<file path="config.mk">
export PLATFORM = sky130hd
export DESIGN_NAME = spi_master_param
export DESIGN_NICKNAME = d
export VERILOG_FILES = /design/src/rtl/spi_pkg.sv /design/src/rtl/spi_clk_gen.sv /design/src/rtl/spi_master_param.sv
export SDC_FILE = /design/constraint.sdc
export NUM_CORES = 1
export LEC_CHECK = 0
export BUFFER_PORTS_ARGS = -buffer_cell sky130_fd_sc_hd__buf_4
export CAP_MARGIN = 10
export CORE_ASPECT_RATIO = 1.4
export CORE_MARGIN = 10
export CORE_UTILIZATION = 31
export DETAILED_ROUTE_END_ITERATION = 8
export PLACE_DENSITY_LB_ADDON = 0.25
export RECOVER_POWER = 100
export SYNTH_ARGS = -nofsm -noshare
export SYNTH_HDL_FRONTEND = slang
export SYNTH_SLANG_ARGS = --single-unit
</file>
<file path="constraint.sdc">
create_clock -name clk -period 2.9 [get_ports clk]
set_clock_uncertainty 0.2 [all_clocks]
set_input_delay 0.435 -clock clk [delete_from_list [all_inputs] [get_ports clk]]
set_output_delay 0.435 -clock clk [all_outputs]
set_load 0.005 [all_outputs]
</file>
<file path="src/rtl/spi_pkg.sv">
// Shared encodings for the parametrised SPI master.
//   ST_IDLE..ST_TRAIL : FSM state codes, also visible on the debug 'state' port
//   MODE0..MODE3      : SPI mode numbers as {CPOL, CPHA}
//   spi_mode_t        : clock mode captured when a transfer is accepted
package spi_pkg;

  localparam logic [1:0] ST_IDLE  = 2'd0;
  localparam logic [1:0] ST_LEAD  = 2'd1;
  localparam logic [1:0] ST_XFER  = 2'd2;
  localparam logic [1:0] ST_TRAIL = 2'd3;

  localparam logic [1:0] MODE0 = 2'b00;
  localparam logic [1:0] MODE1 = 2'b01;
  localparam logic [1:0] MODE2 = 2'b10;
  localparam logic [1:0] MODE3 = 2'b11;

  typedef struct packed {
    logic cpol;
    logic cpha;
  } spi_mode_t;

endpackage

</file>
<file path="src/rtl/spi_clk_gen.sv">
// SCLK half-period divider.
//   clk, reset    : system clock, synchronous active-high reset
//   run           : transfer active (LEAD/XFER/TRAIL); divider held at 0 otherwise
//   xfer          : XFER phase; the SCLK edge counter only advances here
//   half_end_c    : last clk cycle of the current half-period
//   lead_stb_c    : half-period end that is followed by a leading SCLK edge
//   trail_stb_c   : half-period end that is followed by a trailing SCLK edge
//   edge_cnt      : SCLK edges already produced in this transfer
module spi_clk_gen #(
  parameter int unsigned CLK_DIV = 4,
  parameter int unsigned DATA_W  = 8,
  localparam int unsigned DIV_W  = (CLK_DIV > 1) ? $clog2(CLK_DIV) : 1,
  localparam int unsigned EDGE_W = $clog2(2 * DATA_W + 1)
) (
  input  logic              clk,
  input  logic              reset,
  input  logic              run,
  input  logic              xfer,
  output logic              half_end_c,
  output logic              lead_stb_c,
  output logic              trail_stb_c,
  output logic [EDGE_W-1:0] edge_cnt
);

  logic [DIV_W-1:0] div_cnt;

  assign half_end_c  = run && (div_cnt == DIV_W'(CLK_DIV - 1));
  // Edges are numbered from 1, odd ones are leading: an even count means the next edge leads.
  assign lead_stb_c  = xfer && half_end_c && !edge_cnt[0];
  assign trail_stb_c = xfer && half_end_c &&  edge_cnt[0];

  // Cycle divider and edge counter
  always_ff @(posedge clk) begin
    if (reset) begin
      div_cnt  <= '0;
      edge_cnt <= '0;
    end else begin
      div_cnt <= (!run || half_end_c) ? '0 : div_cnt + DIV_W'(1);
      if (!xfer)
        edge_cnt <= '0;
      else if (half_end_c)
        edge_cnt <= edge_cnt + EDGE_W'(1);
    end
  end

endmodule

</file>
<file path="src/rtl/spi_master_param.sv">
// Parametrised SPI master: four CPOL/CPHA modes, DATA_W-bit full-duplex words,
// NUM_CS active-low chip selects, start/busy/done handshake.
//   clk, reset   : system clock, synchronous active-high reset
//   start        : transfer request, accepted only in IDLE
//   cs_sel       : slave index; out-of-range index runs with every cs_n high
//   polarity     : CPOL (also drives idle SCLK level)
//   phase        : CPHA
//   data_wr      : TX word
//   miso         : serial data from slave
//   spi_clk      : SCLK
//   cs_n         : active-low chip selects
//   mosi         : serial data to slave
//   data_rd      : RX word, updated together with done
//   busy         : transfer in progress
//   done         : one-cycle end-of-transfer pulse
//   state        : debug view of the FSM state
module spi_master_param
  import spi_pkg::*;
#(
  parameter int unsigned DATA_W    = 8,
  parameter int unsigned CLK_DIV   = 4,
  parameter int unsigned NUM_CS    = 2,
  parameter bit          MSB_FIRST = 1'b1,
  localparam int unsigned CS_W     = (NUM_CS > 1) ? $clog2(NUM_CS) : 1
) (
  input  logic              clk,
  input  logic              reset,
  input  logic              start,
  input  logic [CS_W-1:0]   cs_sel,
  input  logic              polarity,
  input  logic              phase,
  input  logic [DATA_W-1:0] data_wr,
  input  logic              miso,
  output logic              spi_clk,
  output logic [NUM_CS-1:0] cs_n,
  output logic              mosi,
  output logic [DATA_W-1:0] data_rd,
  output logic              busy,
  output logic              done,
  output logic [1:0]        state
);

  localparam int unsigned EDGE_W = $clog2(2 * DATA_W + 1);

  logic [DATA_W-1:0] tx_sr, tx_sr_nx;
  logic [DATA_W-1:0] rx_sr, rx_sr_nx;
  spi_mode_t         mode, mode_nx;
  logic [1:0]        state_nx;
  logic              spi_clk_nx, mosi_nx, busy_nx, done_nx;
  logic [NUM_CS-1:0] cs_n_nx, cs_dec_c;
  logic [DATA_W-1:0] data_rd_nx;

  logic              half_end_c, lead_stb_c, trail_stb_c, last_edge_c;
  logic [EDGE_W-1:0] edge_cnt;

  // Next bit on the wire and the word left after it has gone out
  function automatic logic tx_head(input logic [DATA_W-1:0] d);
    return MSB_FIRST ? d[DATA_W-1] : d[0];
  endfunction

  function automatic logic [DATA_W-1:0] tx_shift(input logic [DATA_W-1:0] d);
    return MSB_FIRST ? {d[DATA_W-2:0], 1'b0} : {1'b0, d[DATA_W-1:1]};
  endfunction

  function automatic logic [DATA_W-1:0] rx_shift(input logic [DATA_W-1:0] d, input logic b);
    return MSB_FIRST ? {d[DATA_W-2:0], b} : {b, d[DATA_W-1:1]};
  endfunction

  spi_clk_gen #(
    .CLK_DIV (CLK_DIV),
    .DATA_W  (DATA_W)
  ) u_clk_gen (
    .clk         (clk),
    .reset       (reset),
    .run         (state != ST_IDLE),
    .xfer        (state == ST_XFER),
    .half_end_c  (half_end_c),
    .lead_stb_c  (lead_stb_c),
    .trail_stb_c (trail_stb_c),
    .edge_cnt    (edge_cnt)
  );

  assign last_edge_c = (edge_cnt == EDGE_W'(2 * DATA_W - 1));

  // One-hot active-low select decode; out-of-range index selects nothing
  always_comb begin
    cs_dec_c = '1;
    for (int i = 0; i < NUM_CS; i++)
      if (cs_sel == CS_W'(i)) cs_dec_c[i] = 1'b0;
  end

  // Next-state and registered-output logic
  always_comb begin
    state_nx   = state;
    spi_clk_nx = spi_clk;
    cs_n_nx    = cs_n;
    mosi_nx    = mosi;
    data_rd_nx = data_rd;
    busy_nx    = busy;
    done_nx    = 1'b0;
    tx_sr_nx   = tx_sr;
    rx_sr_nx   = rx_sr;
    mode_nx    = mode;
    case (state)
      ST_IDLE: begin
        spi_clk_nx = polarity;
        if (start) begin
          state_nx = ST_LEAD;
          busy_nx  = 1'b1;
          mode_nx  = '{cpol: polarity, cpha: phase};
          cs_n_nx  = cs_dec_c;
          rx_sr_nx = '0;
          // CPHA=0 presents the first bit before the first SCLK edge
          if (!phase) begin
            mosi_nx  = tx_head(data_wr);
            tx_sr_nx = tx_shift(data_wr);
          end else begin
            tx_sr_nx = data_wr;
          end
        end
      end
      ST_LEAD: begin
        spi_clk_nx = mode.cpol;
        if (half_end_c) state_nx = ST_XFER;
      end
      ST_XFER: begin
        if (half_end_c) spi_clk_nx = ~spi_clk;
        if (lead_stb_c) begin
          if (mode.cpha) begin
            mosi_nx  = tx_head(tx_sr);
            tx_sr_nx = tx_shift(tx_sr);
          end else begin
            rx_sr_nx = rx_shift(rx_sr, miso);
          end
        end
        if (trail_stb_c) begin
          if (mode.cpha) begin
            rx_sr_nx = rx_shift(rx_sr, miso);
          end else if (!last_edge_c) begin
            mosi_nx  = tx_head(tx_sr);
            tx_sr_nx = tx_shift(tx_sr);
          end
          if (last_edge_c) state_nx = ST_TRAIL;
        end
      end
      ST_TRAIL: begin
        spi_clk_nx = mode.cpol;
        if (half_end_c) begin
          state_nx   = ST_IDLE;
          busy_nx    = 1'b0;
          done_nx    = 1'b1;
          cs_n_nx    = '1;
          data_rd_nx = rx_sr;
        end
      end
      default: state_nx = ST_IDLE;
    endcase
  end

  // State and output registers
  always_ff @(posedge clk) begin
    if (reset) begin
      state   <= ST_IDLE;
      spi_clk <= 1'b0;
      cs_n    <= '1;
      mosi    <= 1'b0;
      data_rd <= '0;
      busy    <= 1'b0;
      done    <= 1'b0;
      tx_sr   <= '0;
      rx_sr   <= '0;
      mode    <= '0;
    end else begin
      state   <= state_nx;
      spi_clk <= spi_clk_nx;
      cs_n    <= cs_n_nx;
      mosi    <= mosi_nx;
      data_rd <= data_rd_nx;
      busy    <= busy_nx;
      done    <= done_nx;
      tx_sr   <= tx_sr_nx;
      rx_sr   <= rx_sr_nx;
      mode    <= mode_nx;
    end
  end

endmodule
</file>
# Word level (Yosys, flattened, before mapping)
# Cells that the tools add are included.
# word_totals
regBits,41
in_bits,15
out_inout_bits,16
# op_classes
n_addsub,2
n_eq_ne,12
muxes,39
bitwise_logic,3
n_reduce_logical,21
# ops
operator,n
8-bit 2-to-1 mux,12
8-bit one-hot mux with 2 select lines,2
2-bit 2-to-1 mux,7
1-bit 2-to-1 mux,13
"2-bit inequality test, second input constant",5
2-bit one-hot mux with 4 select lines,1
2-bit OR reduction,4
"2-bit equality test, second input constant",3
2-bit AND reduction,3
3-bit AND reduction,2
2-bit nonzero test,3
"5-bit by 1-bit adder with 5-bit output, second input constant",1
"5-bit by 4-bit equality test with 1-bit output, second input constant",1
5-bit AND reduction,1
1-bit logical AND,4
"2-bit by 1-bit inequality test with 1-bit output, second input constant",2
1-bit one-hot mux with 2 select lines,2
2-bit one-hot mux with 2 select lines,1
1-bit inverter,3
1-bit one-hot mux with 3 select lines,1
"2-bit by 1-bit adder with 2-bit output, second input constant",1
"2-bit by 1-bit equality test with 1-bit output, second input constant",1
1-bit zero test,2
2-bit zero test,1
1-bit logical OR,1

# Longest topological paths before layout
# Gate-level depths: netlist of the first run.
# depth
depth_word,9
depth_mapped,8
depth_no_buf,7

# Modules after synthesis
# From an unflattened synthesis of the first run, not the netlist that was laid out.
# unflattened
hier_cells,228
hier_area_um2,2064.5
# by_module_without_submodules
mod,n_inst,cells_each,area_per_inst_um2
spi_master_param,1,195,1751.7
spi_clk_gen,1,33,312.8

# Least setup slack after synthesis of the first run
# Ideal clock, no wire load.
# synth_path
path_type,flip-flop to flip-flop
from,register u_clk_gen.edge_cnt[0]
to,register mosi
setup_time_ps,103
arrival_ps,1843
required_ps,2597
slack_ps,754
path_stages_with_launch,8
n_path_buf,0
period_less_slack_ps,2146
path_cell_list,dfxtp_1 > ha_1 > and3_1 > ha_1 > nor3b_4 > o21ai_2 > mux2_4 > a2111oi_2
# synth_via
elab_chain_cells,7
# synth_lines
item,line,text
start: declaration,spi_clk_gen.sv:22,output logic [EDGE_W-1:0] edge_cnt
start signal: assignment,spi_clk_gen.sv:42,edge_cnt <= edge_cnt + EDGE_W'(1);
1-bit zero test,spi_clk_gen.sv:29,assign lead_stb_c = xfer && half_end_c && !edge_cnt[0];
1-bit logical AND,spi_clk_gen.sv:29,
1-bit 2-to-1 mux,spi_master_param.sv:128,if (lead_stb_c) begin
1-bit 2-to-1 mux,spi_master_param.sv:139,end else if (!last_edge_c) begin
1-bit 2-to-1 mux,spi_master_param.sv:137,if (mode.cpha) begin
1-bit 2-to-1 mux (*),spi_master_param.sv:136,if (trail_stb_c) begin
1-bit one-hot mux with 2 select lines (*),spi_master_param.sv:104,case (state)
end signal: assignment,spi_master_param.sv:177,mosi <= mosi_nx;
end: declaration,spi_master_param.sv:36,"output logic mosi,"
# Mark *: on every way between the ends. The rest lies on a longest branch, timed or not.
# A chain may end at the register's enable or synchronous reset.

# Worst setup path after layout of the first run
# layout_path
from,register state[0]
to,register rx_sr[7]
# layout_via
elab_chain_cells,8
# layout_lines
item,line,text
start: declaration,spi_master_param.sv:40,output logic [1:0] state
start signal: assignment,spi_master_param.sv:174,state <= state_nx;
2-bit nonzero test,spi_master_param.sv:75,".run (state != ST_IDLE),"
1-bit logical AND,spi_clk_gen.sv:27,assign half_end_c = run && (div_cnt == DIV_W'(CLK_DIV - 1));
1-bit logical AND,"spi_clk_gen.sv:29, spi_clk_gen.sv:30",
1-bit logical AND,spi_clk_gen.sv:29,
8-bit 2-to-1 mux,spi_master_param.sv:128,
8-bit 2-to-1 mux,spi_master_param.sv:137,
8-bit 2-to-1 mux,spi_master_param.sv:136,
8-bit one-hot mux with 2 select lines,spi_master_param.sv:104,
end signal: assignment,spi_master_param.sv:182,rx_sr <= rx_sr_nx;
end: declaration,spi_master_param.sv:46,"logic [DATA_W-1:0] rx_sr, rx_sr_nx;"
# Parallel ways exist; a longest one is shown, timed or not.

==> flow_summary.toml, run 1 <==
[yosys]
synth_most_common_cell = "dfxtp_1"
synth.distinct_cells = 46
netlist_instances = 203
yosysSeqAreaShare_pct = 43.8
synth_edf_count = 0
syn_area_per_cell_um2 = 9.24
synth_ff_type = "dfxtp_1"
async_flop_share_pct = 0
synth.area.top_cells = "dfxtp_1 44%, nand2_1 5.8%, ha_1 5.3%, mux2i_1 5.3%, a21oi_1 4.3%"
synthDominantCellAreaShare_pct = 43.8
yosysWarnings = 0
yosys.area.top_type = "dfxtp_1"
mappedNetlistArea_um2 = 1880
synth_fp_nets = 226
synthTopCellsByCount = "41 x dfxtp_1, 29 x nand2_1, 18 x nor2_1"
ys_ff_latch = 41

[floorplanning]
ioPinCount = 31
initial_core_util_pct = 32.0
die_height_um = 112
rows = 33
core-area_um2 = 5860
dieArea_um2 = 9610
die_w_um = 85.7

[timing]
final.setup.worst_slack_ns = 0.424
min_period_ns = 2.48
slew_violations = 0
rsz0062_at_grt = "no"
hold_violations = 0
tns_ns = 0
fmax_mhz = 404
finalSetupViolations = 0
hold_slack_ns = 0.179
tightestPinTransition_ns = 0.545
post-route-period-util_pct = 85.4
relSlewSlack_pct = 63.5

[setup_path]
arrival_ns = 2.44
critPathCaptureType = "flop"
critPathLaunchType = "flop"
crit_path_max_fanout = 13
r2r_slack_ns = 0.42
worstPathRequired_ns = 2.87
crit_type = "flop to flop"

[worst_hold_path]
hold_path_class = "primary input to flop"

[placement]
port_buffers = 30
gp_congestion = 0.732
hpwlAfterDp_mm = 3.14
preCtsSetupSlack_ns = 0.406

[grt]
grt_pass1_vias = 1546
grt_overflow = 0
antenna_found_initial = 0
grtUsageTotal_pct = 9.06
grt_max_degree = 28
grt_pass1_wl_mm = 7.31

[pwr]
leakage_nw = 0.855
vdd_drop_max_uv = 281
p_per_area_nw_per_um2 = 768

[final_layout]
drive_gt1_share_pct = 19.6
final_nets = 252
fillCellCount = 611
final_util_pct = 38.3
area_growth_pct = 19.7
diodes = 0

[route]
routedWlPerCell_um = 13.9
vias_per_cell = 4.99
drc = 0
routed_wl_mm = 4.18
via_count = 1496
dr.pass1.iters = 4
first_iter_violations = 34
ant_nets = 0

[clocking]
cts_resized = 0
htreeDepth = 2
cts-root-buf = "clkbuf_8"
hold_buffers = 0
cts_tree = "yes"
clock-sinks = 41
cts_max_path_buffers = 2
clock_latency_ns = 0.29
post_cts_buffers = 0
path_clk_slew_ns = 0.08
cts_buffers = 5

[outcome]
status = "completed"

[flow_run]
max_cap_viol_count = 0
[cells in the final DEF, fill, tap and decap left out, drive strengths merged, types with 6 or more instances in the layout]
cell,synthesis,final
a21oi,16,16
mux2i,10,10
o21ai,6,6
nor2,18,18
mux2,6,6
dfxtp,41,41
clkbuf,7,21
ha,8,8
buf,5,15
nand2,29,29
o2bb2ai,6,6
[registers in the layout, summed over array words and instances, names as in the netlist]
name / flops
state: 2
mode: 2
data_rd: 8
u_clk_gen.edge_cnt: 5
cs_n: 2
mosi: 1
tx_sr: 8
rx_sr: 8
spi_clk: 1
u_clk_gen.div_cnt: 2
done: 1
busy: 1
[report_power, final]
group / switching (W) / total (W) / internal, W / leakage, nW
Combinational: 0.000277 / 0.000491 / 0.000214 / 0.453
Clock: 0.000197 / 0.000539 / 0.000342 / 0.0681
Sequential: 0.0000551 / 0.000694 / 0.000639 / 0.333
Total: 0.000529 / 0.00172 / 0.00120 / 0.855
[area by class of cell]
type                       count  area [um2]  area share [%]
clock inverter                 3        65.1            2.90
timing repair buffer          31         218            9.70
clock buffer                   5        68.8            3.07
multi-input combinational    144         962            42.9
sequential                    41         821            36.6
tap                           70        87.6            3.90
inverter                       6        22.5            1.00
[worst max-delay path, cell delays in order (launching register included)]
cell	delay (ns)
dfxtp_1	0.41
inv_1	0.10
ha_1	0.34
and2b_1	0.47
and3_1	0.52
mux2i_1	0.26
nor2_1	0.05
[worst paths after layout]
check                       start                   end  cells after the start
max reg2reg              state[0]              rx_sr[7]                      6
min reg2reg  u_clk_gen.div_cnt[0]  u_clk_gen.div_cnt[0]                      1
max                      state[0]              rx_sr[7]                      6
min                          miso              rx_sr[0]                      3
[per-layer routing]
layer / GRT usage, % / up-vias / part of all wire (%)
li1: - / 768 / -
met1: 10.5 / 691 / 44
met2: 14.7 / 31 / 49
met3: 3.62 / 6 / 5.5
met4: 2.97 / 0 / 1.4
met5: 0 / - / 0
[logic make-up after synthesis]
logic type	Yosys count	share of synthesized area, %
buf+inv	18	4.27
fa+ha+maj	8	5.34
xor+xnor	4	1.87
flops	41	43.8
compound gates	47	17.5
simple gates	69	18.1
mux	16	9.14
[per-stage QoR]
stage	power, W	cells	instance area, um2
after CTS	0.00177	300	2270
final	0.00172	300	2240
after global placement	0.00122	292	2140
after floorplan	0.00105	203	1880
after global routing	0.00185	300	2240
after detailed placement	0.00123	292	2140
No activity file was read; power rests on OpenSTA's default activity.
==> run 2, diff against run 1 <==
- GPL_ROUTABILITY_DRIVEN: default -> 0
- HOLD_SLACK_MARGIN: default -> 0.12
- PLACE_DENSITY: default -> 0.59
- PLACE_DENSITY_LB_ADDON: 0.25 -> default
==> flow_summary.toml, run 2 (synthesis results as in run 1) <==
[outcome]
status = "completed"

[pwr]
sw_frac_of_total_pct = 30.2
internal-power_w = 0.00120
vdd_drop_max_uv = 302
switchingPower_w = 0.000519
combPwrFrac_pct = 28.4
leakage_nw = 0.847
clockPowerShare_pct = 31.3
p_per_area_nw_per_um2 = 768
seqPwrFrac_pct = 40.4

[setup_path]
r2r_end = "rx_sr[6]"
crit_chain = "inv_1, ha_1, and2b_1, and3_1, mux2i_1, nor2_1"
critPathLaunchType = "flop"
cpLargestDelayFamily = "simple AND/OR/NAND/NOR gates"
max_stage_delay_ns = 0.51
worstPathRequired_ns = 2.87
r2r_slack_ns = 0.44
crit_buf_inv = 1
r2r_cells = 6
timing.rr.start = "state[0]"
crit_path_max_fanout = 13
critPathCaptureType = "flop"
crit_start = "state[0]"
arrival_ns = 2.42
slowest_stage = "and3_1"
crit_type = "flop to flop"

[route]
via_count = 1484
dr.pass1.iters = 4
vias_per_cell = 4.95
routed_wl_mm = 4.00
ant_nets = 0
drc = 0
first_iter_violations = 46
routedWlPerCell_um = 13.3

[placement]
post_dp_cell_area_um2 = 2140
hpwlAfterDp_mm = 3.04
port_buffers = 30

[final_layout]
final_util_pct = 38.2
diodes = 0
layout_common_cells = "41 x dfxtp_1, 29 x nand2_1, 18 x nor2_1, 16 x a21oi_1, 15 x buf_4"
fillCellCount = 624
top_regs = "data_rd x8, rx_sr x8, tx_sr x8"
final_nets = 252
final_common_cell = "dfxtp_1"
area_growth_pct = 19.3
stdcell_area_um2 = 2240
drive_gt1_share_pct = 18.7
regArea_um2 = 821
multiInputGateArea_um2 = 962

[worst_hold_path]
hp-start = "miso"
whs_path_depth = 3
hold_path_class = "primary input to flop"
holdPathEnd = "rx_sr[0]"

[clocking]
cts_resized = 0
clock_latency_ns = 0.29
cts_buffers = 5
hold_buffers = 0
post_cts_buffers = 0
cts_tree = "yes"
cts_max_path_buffers = 2
path_clk_slew_ns = 0.08
cts-root-buf = "clkbuf_8"
htreeDepth = 2
clock-sinks = 41

[grt]
grt_pass1_wl_mm = 6.78
grtUsageTotal_pct = 8.30
antenna_found_initial = 0
grt_pass1_vias = 1446
grt_max_degree = 28
grt_overflow = 0

[floorplanning]
dieArea_um2 = 9610
core-area_um2 = 5860
rows = 33
initial_core_util_pct = 32.0
ioPinCount = 31
die_height_um = 112
die_w_um = 85.7

[flow_run]
max_cap_viol_count = 0

[timing]
slew_violations = 0
rsz0062_at_grt = "no"
hold_violations = 0
relSlewSlack_pct = 63.4
tightestPinTransition_ns = 0.545
finalSetupViolations = 0
tns_ns = 0
fmax_mhz = 407
min_period_ns = 2.46
post-route-period-util_pct = 84.7
[run 2: cell types whose count changed in the layout (fill, tap and decap cells not counted)]
cell,delta
clkbuf_1,+2
clkbuf_4,-2
[run 2: worst max path at each step]
stage	depth (start not counted)	slack (ns)	to
final	6	0.44	rx_sr[6]
after global placement	6	0.50	rx_sr[0]
after global routing	6	0.22	mosi
after CTS	6	0.44	rx_sr[1]
after detailed placement	6	0.44	rx_sr[1]
after floorplan	7	0.75	mosi
[run 2: power groups by stage]
| stage | Clock [W] | Sequential [W] | Combinational, W |
|---|---|---|---|
| finish | 0.000537 | 0.000693 | 0.000487 |
| global route | 0.000572 | 0.000701 | 0.000551 |
| CTS | 0.000551 | 0.000694 | 0.000517 |
| detailed placement | 0 | 0.000707 | 0.000515 |
| global placement | 0 | 0.000707 | 0.000509 |
| floorplan | 0 | 0.000697 | 0.000357 |
[run 2: cell type report]
cell class | count | area share [%]
clock buffers | 5 | 3.08
clock inverters | 3 | 2.91
inverters | 6 | 1.01
multi-input cells | 144 | 43.0
flip-flops and latches | 41 | 36.7
well taps | 70 | 3.91
repair buffers | 31 | 9.40
[run 2: metal layers]
layer	share of wire, %	GRT usage (%)
met4	1.0	2.42
met3	4.5	3.04
met1	48	10.0
met5	0	0
met2	46	13.3
[run 2: tightest hold or removal path, stage by stage]
cell and delay [ns]:
buf_4 0.08, mux2i_1 0.05, nor2_1 0.07
[run 2: through the flow]
step           power [W]  worst slack, ns  std cells  hold slack [ns]
2_1_floorplan    0.00105            0.754        203            0.207
4_1_cts          0.00176            0.435        300            0.172
6_report         0.00172            0.444        300            0.173
3_5_place_dp     0.00122            0.440        292            0.229
5_1_grt          0.00182            0.222        300            0.190
3_3_place_gp     0.00122            0.501        292            0.216
==> run 3, diff against run 2 <==
- clock period: 2.9 -> 2.47 ns (I/O delays scaled with it)
==> flow_summary.toml, run 3 (synthesis results as in run 1) <==
[placement]
dp.cells = 297
hpwlAfterDp_mm = 3.17
port_buffers = 30
post_dp_cell_area_um2 = 2180

[setup_path]
r2r_cells = 7
arrival_ns = 2.23
r2r_slack_ns = 0.23
crit_path_max_fanout = 10
crit_chain = "ha_1, and3_1, ha_1, nor3b_4, o211a_1, nor3_2, a22o_1"
max_stage_delay_ns = 0.39
worstPathRequired_ns = 2.46
crit_start = "u_clk_gen.edge_cnt[1]"
crit_buf_inv = 0
crit_type = "flop to flop"
critPathLaunchType = "flop"
critPathCaptureType = "flop"
slowest_stage = "o211a_1"
cpMostUsedCell = "ha_1"
cpLargestDelayFamily = "compound AO/OA/AOI/OAI gates"
timing.rr.start = "u_clk_gen.edge_cnt[1]"
r2r_end = "tx_sr[0]"

[route]
via_count = 1522
routed_wl_mm = 4.14
vias_per_cell = 4.97
ant_nets = 0
first_iter_violations = 24
drc = 0
routedWlPerCell_um = 13.5
dr.pass1.iters = 4

[final_layout]
final_nets = 258
drive_gt1_share_pct = 19.5
final_common_cell = "dfxtp_1"
fin_cells = 306
fillCellCount = 633
layout_common_cells = "41 x dfxtp_1, 29 x nand2_1, 18 x nor2_1, 17 x buf_4, 16 x a21oi_1"
diodes = 0
top_regs = "data_rd x8, rx_sr x8, tx_sr x8"
area_growth_pct = 20.8
stdcell_area_um2 = 2270

[worst_hold_path]
whs_path_depth = 3
holdPathEnd = "cs_n[0]"
hp-start = "cs_sel"
hold_path_class = "primary input to flop"

[floorplanning]
dieArea_um2 = 9610
ioPinCount = 31
core-area_um2 = 5860
die_height_um = 112
die_w_um = 85.7
rows = 33
initial_core_util_pct = 32.0

[grt]
grt_pass1_wl_mm = 7.20
grt_pass1_vias = 1592
antenna_found_initial = 0
grt_max_degree = 28
grtUsageTotal_pct = 8.91
grt_overflow = 0

[timing]
rsz0062_at_grt = "no"
hold_violations = 0
post-route-period-util_pct = 90.7
tightestPinTransition_ns = 0.738
hold_slack_ns = 0.134
min_period_ns = 2.24
slew_violations = 0
tns_ns = 0
relSlewSlack_pct = 50.6
fmax_mhz = 446
finalSetupViolations = 0

[clocking]
cts_tree = "yes"
path_clk_slew_ns = 0.08
cts_max_path_buffers = 2
cts_buffers = 5
htreeDepth = 2
clock_latency_ns = 0.29
cts-root-buf = "clkbuf_8"
clock-sinks = 41

[pwr]
combPwrFrac_pct = 30.4
leakage_nw = 0.862
p_per_area_nw_per_um2 = 866
vdd_drop_max_uv = 324
internal-power_w = 0.00134
sw_frac_of_total_pct = 31.5
switchingPower_w = 0.000617
clockPowerShare_pct = 28.1
power_w = 0.00196
seqPwrFrac_pct = 41.5

[flow_run]
max_cap_viol_count = 0

[outcome]
status = "completed"
==> run 3: through the flow <==
step | setup slack, ns | util, %
2_1_floorplan | 0.324 | -
3_3_place_gp | 0.224 | 37.1
3_5_place_dp | 0.218 | 37.1
4_1_cts | 0.224 | 39.3
5_1_grt | 0.0342 | 38.6
6_report | 0.229 | 38.6
==> run 3: worst max path at each step <==
stage	end	cells past startpoint	slack, ns
after floorplan	mosi	7	0.32
after global placement	tx_sr[0]	7	0.22
after detailed placement	tx_sr[0]	7	0.22
after CTS	tx_sr[0]	7	0.22
after global routing	cs_n[1]	7	0.03
final	tx_sr[0]	7	0.23
==> run 3: timing repair <==
action / in CTS / in global routing
hold buffers: 1 / 0
resized for setup: 0 / 0
buffers inserted: 0 / 0
hold endpoints to repair: 1 / 0
==> run 3: power by group through the flow <==
stage / logic, W / clock network [W] / registers (W)
global placement: 0.000626 / 0 / 0.000830
finish: 0.000596 / 0.000552 / 0.000814
detailed placement: 0.000631 / 0 / 0.000832
global route: 0.000676 / 0.000595 / 0.000828
CTS: 0.000633 / 0.000568 / 0.000816
floorplan: 0.000419 / 0 / 0.000819
==> run 3: cell type report <==
| type | instances | area (um2) | area share (%) |
|---|---|---|---|
| Clock buffer | 7 | 86.3 | 3.81 |
| Tap cell | 70 | 87.6 | 3.87 |
| Inverter | 6 | 22.5 | 0.994 |
| Multi-Input combinational cell | 144 | 968 | 42.7 |
| Clock inverter | 1 | 30.0 | 1.33 |
| Timing Repair Buffer | 37 | 250 | 11.0 |
| Sequential cell | 41 | 821 | 36.2 |
==> run 3: tightest hold or removal path, delay by kind of cell <==
kind / cells / cell delay, ns
AO/OA/AOI/OAI: 1 / 0.08
AND/OR/NAND/NOR: 1 / 0.06
buffers and inverters: 1 / 0.08
==> run 3: routing by layer <==
metal | vias to the layer above | track usage [%] | wire length (um)
met4 | 0 | 3.74 | 90
li1 | 784 | - | -
met1 | 693 | 9.64 | 1870
met5 | - | 0 | 0
met2 | 34 | 15.5 | 1960
met3 | 11 | 2.75 | 221
